<file path="src/rtl/dot_prod_feeder.sv">
// dot_prod_feeder: streams x samples against a stored reference frame, emitting aligned x/y pairs.
// Optional DOT_PROD_FEEDER_CONJ_Y_EN: emit conjugated reference (yq negated, saturating). Rev 1.0
`default_nettype none

module dot_prod_feeder #(
  parameter int xi_bits             = 12,
  parameter int xq_bits             = 12,
  parameter int yi_bits             = 12,
  parameter int yq_bits             = 12,
  parameter int length              = 5,
  parameter int length_counter_bits = 3
) (
  input  logic                           clk,
  input  logic                           rst,
  input  logic                           ref_wr_en,
  input  logic [length_counter_bits-1:0] ref_wr_addr,
  input  logic [yi_bits-1:0]             ref_wr_i,
  input  logic [yq_bits-1:0]             ref_wr_q,
  input  logic                           start,
  output logic                           busy,
  output logic                           frame_done,
  input  logic                           m_axis_in_tvalid,
  input  logic [xi_bits-1:0]             in_i,
  input  logic [xq_bits-1:0]             in_q,
  output logic                           s_axis_in_tready,
  input  logic                           m_axis_product_tready,
  output logic                           s_axis_x_tvalid,
  output logic [xi_bits-1:0]             xi,
  output logic [xq_bits-1:0]             xq,
  output logic                           s_axis_y_tvalid,
  output logic [yi_bits-1:0]             yi,
  output logic [yq_bits-1:0]             yq
);

  typedef enum logic [1:0] {
    S_IDLE   = 2'd0,
    S_STREAM = 2'd1,
    S_DONE   = 2'd2
  } state_t;

  localparam logic [length_counter_bits-1:0] c_last   = length_counter_bits'(length - 1);
  localparam logic [yq_bits-1:0]             c_yq_min = {1'b1, {(yq_bits-1){1'b0}}};
  localparam logic [yq_bits-1:0]             c_yq_max = {1'b0, {(yq_bits-1){1'b1}}};

  state_t                         r_state;
  logic [length_counter_bits-1:0] r_cnt;
  logic                           r_valid;
  logic                           r_busy;
  logic                           r_frame_done;
  logic [xi_bits-1:0]             r_xi;
  logic [xq_bits-1:0]             r_xq;
  logic [yi_bits-1:0]             r_yi;
  logic [yq_bits-1:0]             r_yq;

  logic [yi_bits-1:0] r_ref_i [length];
  logic [yq_bits-1:0] r_ref_q [length];

  logic               w_tready;
  logic               w_accept;
  logic               w_xfer;
  logic [yi_bits-1:0] w_yi;
  logic [yq_bits-1:0] w_yq_raw;
  logic [yq_bits-1:0] w_yq;

  assign w_tready = (r_state == S_STREAM) && (!r_valid || m_axis_product_tready);
  assign w_accept = m_axis_in_tvalid && w_tready;
  assign w_xfer   = r_valid && m_axis_product_tready;
  assign w_yi     = r_ref_i[r_cnt];
  assign w_yq_raw = r_ref_q[r_cnt];

  always_comb begin
    w_yq = w_yq_raw;
`ifdef DOT_PROD_FEEDER_CONJ_Y_EN
    // The most negative value has no positive twin, so it saturates.
    if (w_yq_raw == c_yq_min) begin
      w_yq = c_yq_max;
    end else begin
      w_yq = -w_yq_raw;
    end
`endif
  end

  // Reference storage has no reset so contents survive rst.
  always_ff @(posedge clk) begin
    if (r_state == S_IDLE && ref_wr_en && ref_wr_addr <= c_last) begin
      r_ref_i[ref_wr_addr] <= ref_wr_i;
      r_ref_q[ref_wr_addr] <= ref_wr_q;
    end
  end

  always_ff @(posedge clk or posedge rst) begin
    if (rst) begin
      r_state      <= S_IDLE;
      r_cnt        <= '0;
      r_valid      <= 1'b0;
      r_busy       <= 1'b0;
      r_frame_done <= 1'b0;
      r_xi         <= '0;
      r_xq         <= '0;
      r_yi         <= '0;
      r_yq         <= '0;
    end else begin
      r_frame_done <= 1'b0;
      case (r_state)
        S_IDLE: begin
          if (start) begin
            r_state <= S_STREAM;
            r_cnt   <= '0;
            r_busy  <= 1'b1;
          end
        end
        S_STREAM: begin
          if (w_accept) begin
            r_xi    <= in_i;
            r_xq    <= in_q;
            r_yi    <= w_yi;
            r_yq    <= w_yq;
            r_valid <= 1'b1;
            if (r_cnt == c_last) begin
              r_state <= S_DONE;
            end else begin
              r_cnt <= r_cnt + 1'b1;
            end
          end else if (w_xfer) begin
            r_valid <= 1'b0;
          end
        end
        S_DONE: begin
          // Finish only once the final pair has left or is leaving now.
          if (!r_valid || w_xfer) begin
            r_valid      <= 1'b0;
            r_frame_done <= 1'b1;
            r_busy       <= 1'b0;
            r_state      <= S_IDLE;
          end
        end
        default: r_state <= S_IDLE;
      endcase
    end
  end

  assign s_axis_in_tready = w_tready;
  assign s_axis_x_tvalid  = r_valid;
  assign s_axis_y_tvalid  = r_valid;
  assign xi               = r_xi;
  assign xq               = r_xq;
  assign yi               = r_yi;
  assign yq               = r_yq;
  assign busy             = r_busy;
  assign frame_done       = r_frame_done;

endmodule

`default_nettype wire

</file>
<file path="config.mk">
export PLATFORM = sky130hd
export DESIGN_NAME = dot_prod_feeder
export DESIGN_NICKNAME = d
export VERILOG_FILES = /design/src/rtl/dot_prod_feeder.sv
export SDC_FILE = /design/constraint.sdc
export NUM_CORES = 1
export LEC_CHECK = 0
export CAP_MARGIN = 25
export CORE_MARGIN = 2
export CORE_UTILIZATION = 55
export CTS_BUF_LIST = sky130_fd_sc_hd__clkbuf_8
export DETAILED_ROUTE_END_ITERATION = 10
export GPL_TIMING_DRIVEN = 0
export PLACE_DENSITY = 0.82
export SYNTH_ARGS = -nofsm -noshare
export SYNTH_HDL_FRONTEND = slang
export SYNTH_SLANG_ARGS = --single-unit
</file>
<file path="constraint.sdc">
create_clock -name clk -period 3.6 [get_ports clk]
set_input_delay 0.9 -clock clk [delete_from_list [all_inputs] [get_ports clk]]
set_output_delay 0.9 -clock clk [all_outputs]
set_load 0.01 [all_outputs]
</file>
==> impl_metrics.env <==
export IMPL_outcome="complete, no violations"
export IMPL_fillCellCount=761
export IMPL_met3RoutedLength_um=1240
export IMPL_postSynthNetCount=428
export IMPL_routedWlPerCell_um=21.2
export IMPL_largest_family_of_logic_cells_by_synthesized_area="multiplexers"
export IMPL_capturing_element_type_of_the_critical_path="output port"
export IMPL_grt_overflow_total=0
export IMPL_synth_compound_area_share_pct=5.16
export IMPL_crit_path_cell_trace="clkdlybuf4s50_1 -> nand2b_1 -> buf_2 -> and2_1 -> clkdlybuf4s50_1"
export IMPL_initial_core_util_pct=56.9
export IMPL_worst_skew_pair_late_latency_ns=0.46
export IMPL_layout_cell_area_non_filler_um2=8750
export IMPL_asyncSetResetFlopFracSynth_pct=31.8
export IMPL_grt_first_pass_wirelength_um=22100
export IMPL_synth_edff_count=120
export IMPL_die_x_um=116
export IMPL_synth_seq_cells=176
export IMPL_final_util_pct=72.0
export IMPL_setup_viol=0
export IMPL_critical_path_arrival_ns=2.54
export IMPL_synth_xor_xnor_area_share_pct=0
export IMPL_cp_slowest_stage_delay_ns=0.55
export IMPL_netlist_instances=369
export IMPL_proportion_of_layout_cells_with_a_drive_suffix_above_1_pct=20.5
export IMPL_drt_iter0_drc=204
export IMPL_grt_antenna_before_repair=1
export IMPL_tightest_slew_ns=0.879
export IMPL_final_min_clock_period_ns=3.44
export IMPL_worstRegToRegCells=5
export IMPL_maxSlewViolCount=0
export IMPL_fin_crit_sh_pct=95.5
export IMPL_grt_max_degree=31
export IMPL_fin_skew_ns=0.0107
export IMPL_fmax_mhz=291
export IMPL_std_cell_rows=40
export IMPL_tritoncts="done"
export IMPL_fp_dieH_um=116
export IMPL_drt_vias_per_instance=5.74
export IMPL_vdd_ir_drop_max_mv=0.459
export IMPL_grt_use_total_pct=22.9
export IMPL_finalHoldViolCount=0
export IMPL_synth_seq_area_share_pct=72.4
export IMPL_synth_cell_area_um2=6920
export IMPL_critPathMaxFanout=16
export IMPL_metal1_wirelength_um=5750
export IMPL_io_buffer_count=109
export IMPL_core_area_um2=12200
export IMPL_synthDominantAreaCellType="sky130_fd_sc_hd__edfxtp_1"
export IMPL_path_class="in -> out"
export IMPL_synth_adder_area_share_pct=0.362
export IMPL_clk_pin_slew_ns=0.08
export IMPL_post_synthesis_simple_gate_area_fraction_pct=2.23
export IMPL_synthesis_yosys_warnings=0
export IMPL_path_common_cell="sky130_fd_sc_hd__clkdlybuf4s50_1"
export IMPL_hold_path_class="reg -> reg"
export IMPL_design_final_nets=562
export IMPL_detail_route_drc_violations=0
export IMPL_via_count_of_the_first_global_routing_pass=4183
export IMPL_io_pin_count=110
export IMPL_timing_critical_path_from_type="input port"
export IMPL_hold_path_depth=1
export IMPL_number_of_distinct_standard_cells_referenced_by_the_synthesized_netlist=38
export IMPL_die_area_um2=13500
export IMPL_worst_slew_margin_rel_pct=41.3
export IMPL_via_count=3926
export IMPL_postCtsSetupRepairBufs=0
export IMPL_synth_area_mux_share_pct=16.8
export IMPL_first_pass_iters=5
export IMPL_detail_route_antenna_nets=0
export IMPL_grt_setup_unrepaired="no"
export IMPL_worst_path_max_delay_cell="sky130_fd_sc_hd__clkdlybuf4s50_1"
export IMPL_clock_sink_count=176
export IMPL_power_leakage_nw=3.16
export IMPL_ctsHtreeMaxLevel=4
export IMPL_gp_routability_congestion=0.792
export IMPL_cts_root_buf="sky130_fd_sc_hd__clkbuf_8"
export IMPL_synth_top_area_share_pct=52.1
export IMPL_yosys_most_used_dff="sky130_fd_sc_hd__edfxtp_1"
export IMPL_crit_required_ns=2.70
export IMPL_buffers_from_clock_root_to_sink_at_most=2
export IMPL_cts_buffers_inserted=17
export IMPL_antenna_diode_count=0
export IMPL_synthMostInstantiatedCell="sky130_fd_sc_hd__edfxtp_1"
export IMPL_drv_max_cap_violation_count=0
export IMPL_hold_ws_ns=0.511
export IMPL_power_density_cell_area_nw_per_um2=742
export IMPL_met2_wirelength_um=7280
export IMPL_post_synth_most_frequent_cells="120 x sky130_fd_sc_hd__edfxtp_1, 56 x sky130_fd_sc_hd__dfrtp_1, 26 x sky130_fd_sc_hd__a21oi_1"
export IMPL_place_hpwl_um=9760
export IMPL_placed_cell_areas_um2=8360
export IMPL_tns_ns=0
export IMPL_syn_avg_cell_area_um2=18.7
export IMPL_wl_um=14500
export IMPL_netlist_top_cells_area="sky130_fd_sc_hd__edfxtp_1 52%, sky130_fd_sc_hd__dfrtp_1 20%, sky130_fd_sc_hd__mux4_2 7.8%"
export IMPL_synthesis_to_finish_area_growth_pct=26.5
export IMPL_dr_max_layer_used="met4"
==> report_power, final <==
group | switching (W) | internal, W
Clock | 0.000659 | 0.000689
Combinational | 0.00108 | 0.00136
Sequential | 0.000202 | 0.00250
==> critical path, delay by kind of cell <==
kind          cells  cell delay [ns]
simple gates      2             0.31
buf+inv           3             1.32
==> logic make-up (layout without fill, tap and decap cells) <==
kind of cell | Yosys count | in the layout
AO/OA/AOI/OAI | 60 | 60
adder cells (fa/ha/maj) | 2 | 2
buffers and inverters | 31 | 178
flip-flops | 176 | 176
multiplexers | 74 | 74
AND/OR/NAND/NOR | 26 | 26
==> cells in the final DEF, fill, tap and decap left out, drive strengths merged, types with 2 or more instances in the layout <==
master / instances
a21oi: 26
bufinv: 3
nand2: 6
clkdlybuf4s50: 109
clkbuf: 25
mux2: 25
a31oi: 25
mux4: 24
and2: 2
nand3b: 2
clkinv: 4
ha: 2
clkinvlp: 3
dfrtp: 56
nor2b: 2
mux2i: 25
inv: 8
and3: 4
buf: 26
nor2: 3
o21ai: 2
edfxtp: 120
==> registers in the layout (all words and copies together), names as in the netlist <==
name and flops:
busy 1, frame_done 1, r_state 2, r_cnt 3, yi 12, r_ref_q 60, s_axis_x_tvalid 1, yq 12
xi 12, r_ref_i 60, xq 12
==> cell type report <==
cell class | instances | area, µm² | share of cell area [%]
Tap cell | 168 | 210 | 2.40
Clock inverter | 14 | 149 | 1.70
Clock buffer | 18 | 248 | 2.83
Buffer | 26 | 199 | 2.27
Multi-Input combinational cell | 162 | 1710 | 19.6
Sequential cell | 176 | 5000 | 57.2
Timing Repair Buffer | 116 | 1210 | 13.9
Inverter | 4 | 15.0 | 0.172
==> timing repair <==
| action | 4_1_cts | 5_1_grt |
|---|---|---|
| endpoints found under the hold margin | 0 | 0 |
| hold buffers | 0 | 0 |
| endpoints found under the setup margin | 1 | 0 |
| gates resized for setup | 0 | 0 |
==> path summary, 6_finish.rpt <==
path	from	end	slack, ns
min in group asynchronous	rst	xi[7]	0.83
worst max register to register	r_state[1]	r_ref_q[1][6]	1.37
worst min-delay path	xq[7]	xq[7]	0.51
max in group asynchronous	rst	r_state[0]	2.19
worst min register to register	xq[7]	xq[7]	0.51
worst max-delay path	m_axis_product_tready	s_axis_in_tready	0.16
==> metrics by stage <==
step | worst slack [ns] | cells | power (W)
3_3_place_gp | -1.70 | 646 | 0.00509
4_1_cts | 0.178 | 684 | 0.00654
3_5_place_dp | -0.0916 | 653 | 0.00519
2_1_floorplan | 0.274 | 369 | 0.00416
6_report | 0.164 | 684 | 0.00650
5_1_grt | 0.116 | 684 | 0.00683
==> layer usage <==
metal  vias to the layer above  global-route usage [%]
met2                       192                    37.6
met5                         -                       0
met3                        25                    7.37
met4                         0                    9.13
li1                       1730                       -
met1                      1979                    28.7
Note: power is estimated with default switching activity, not from simulation.
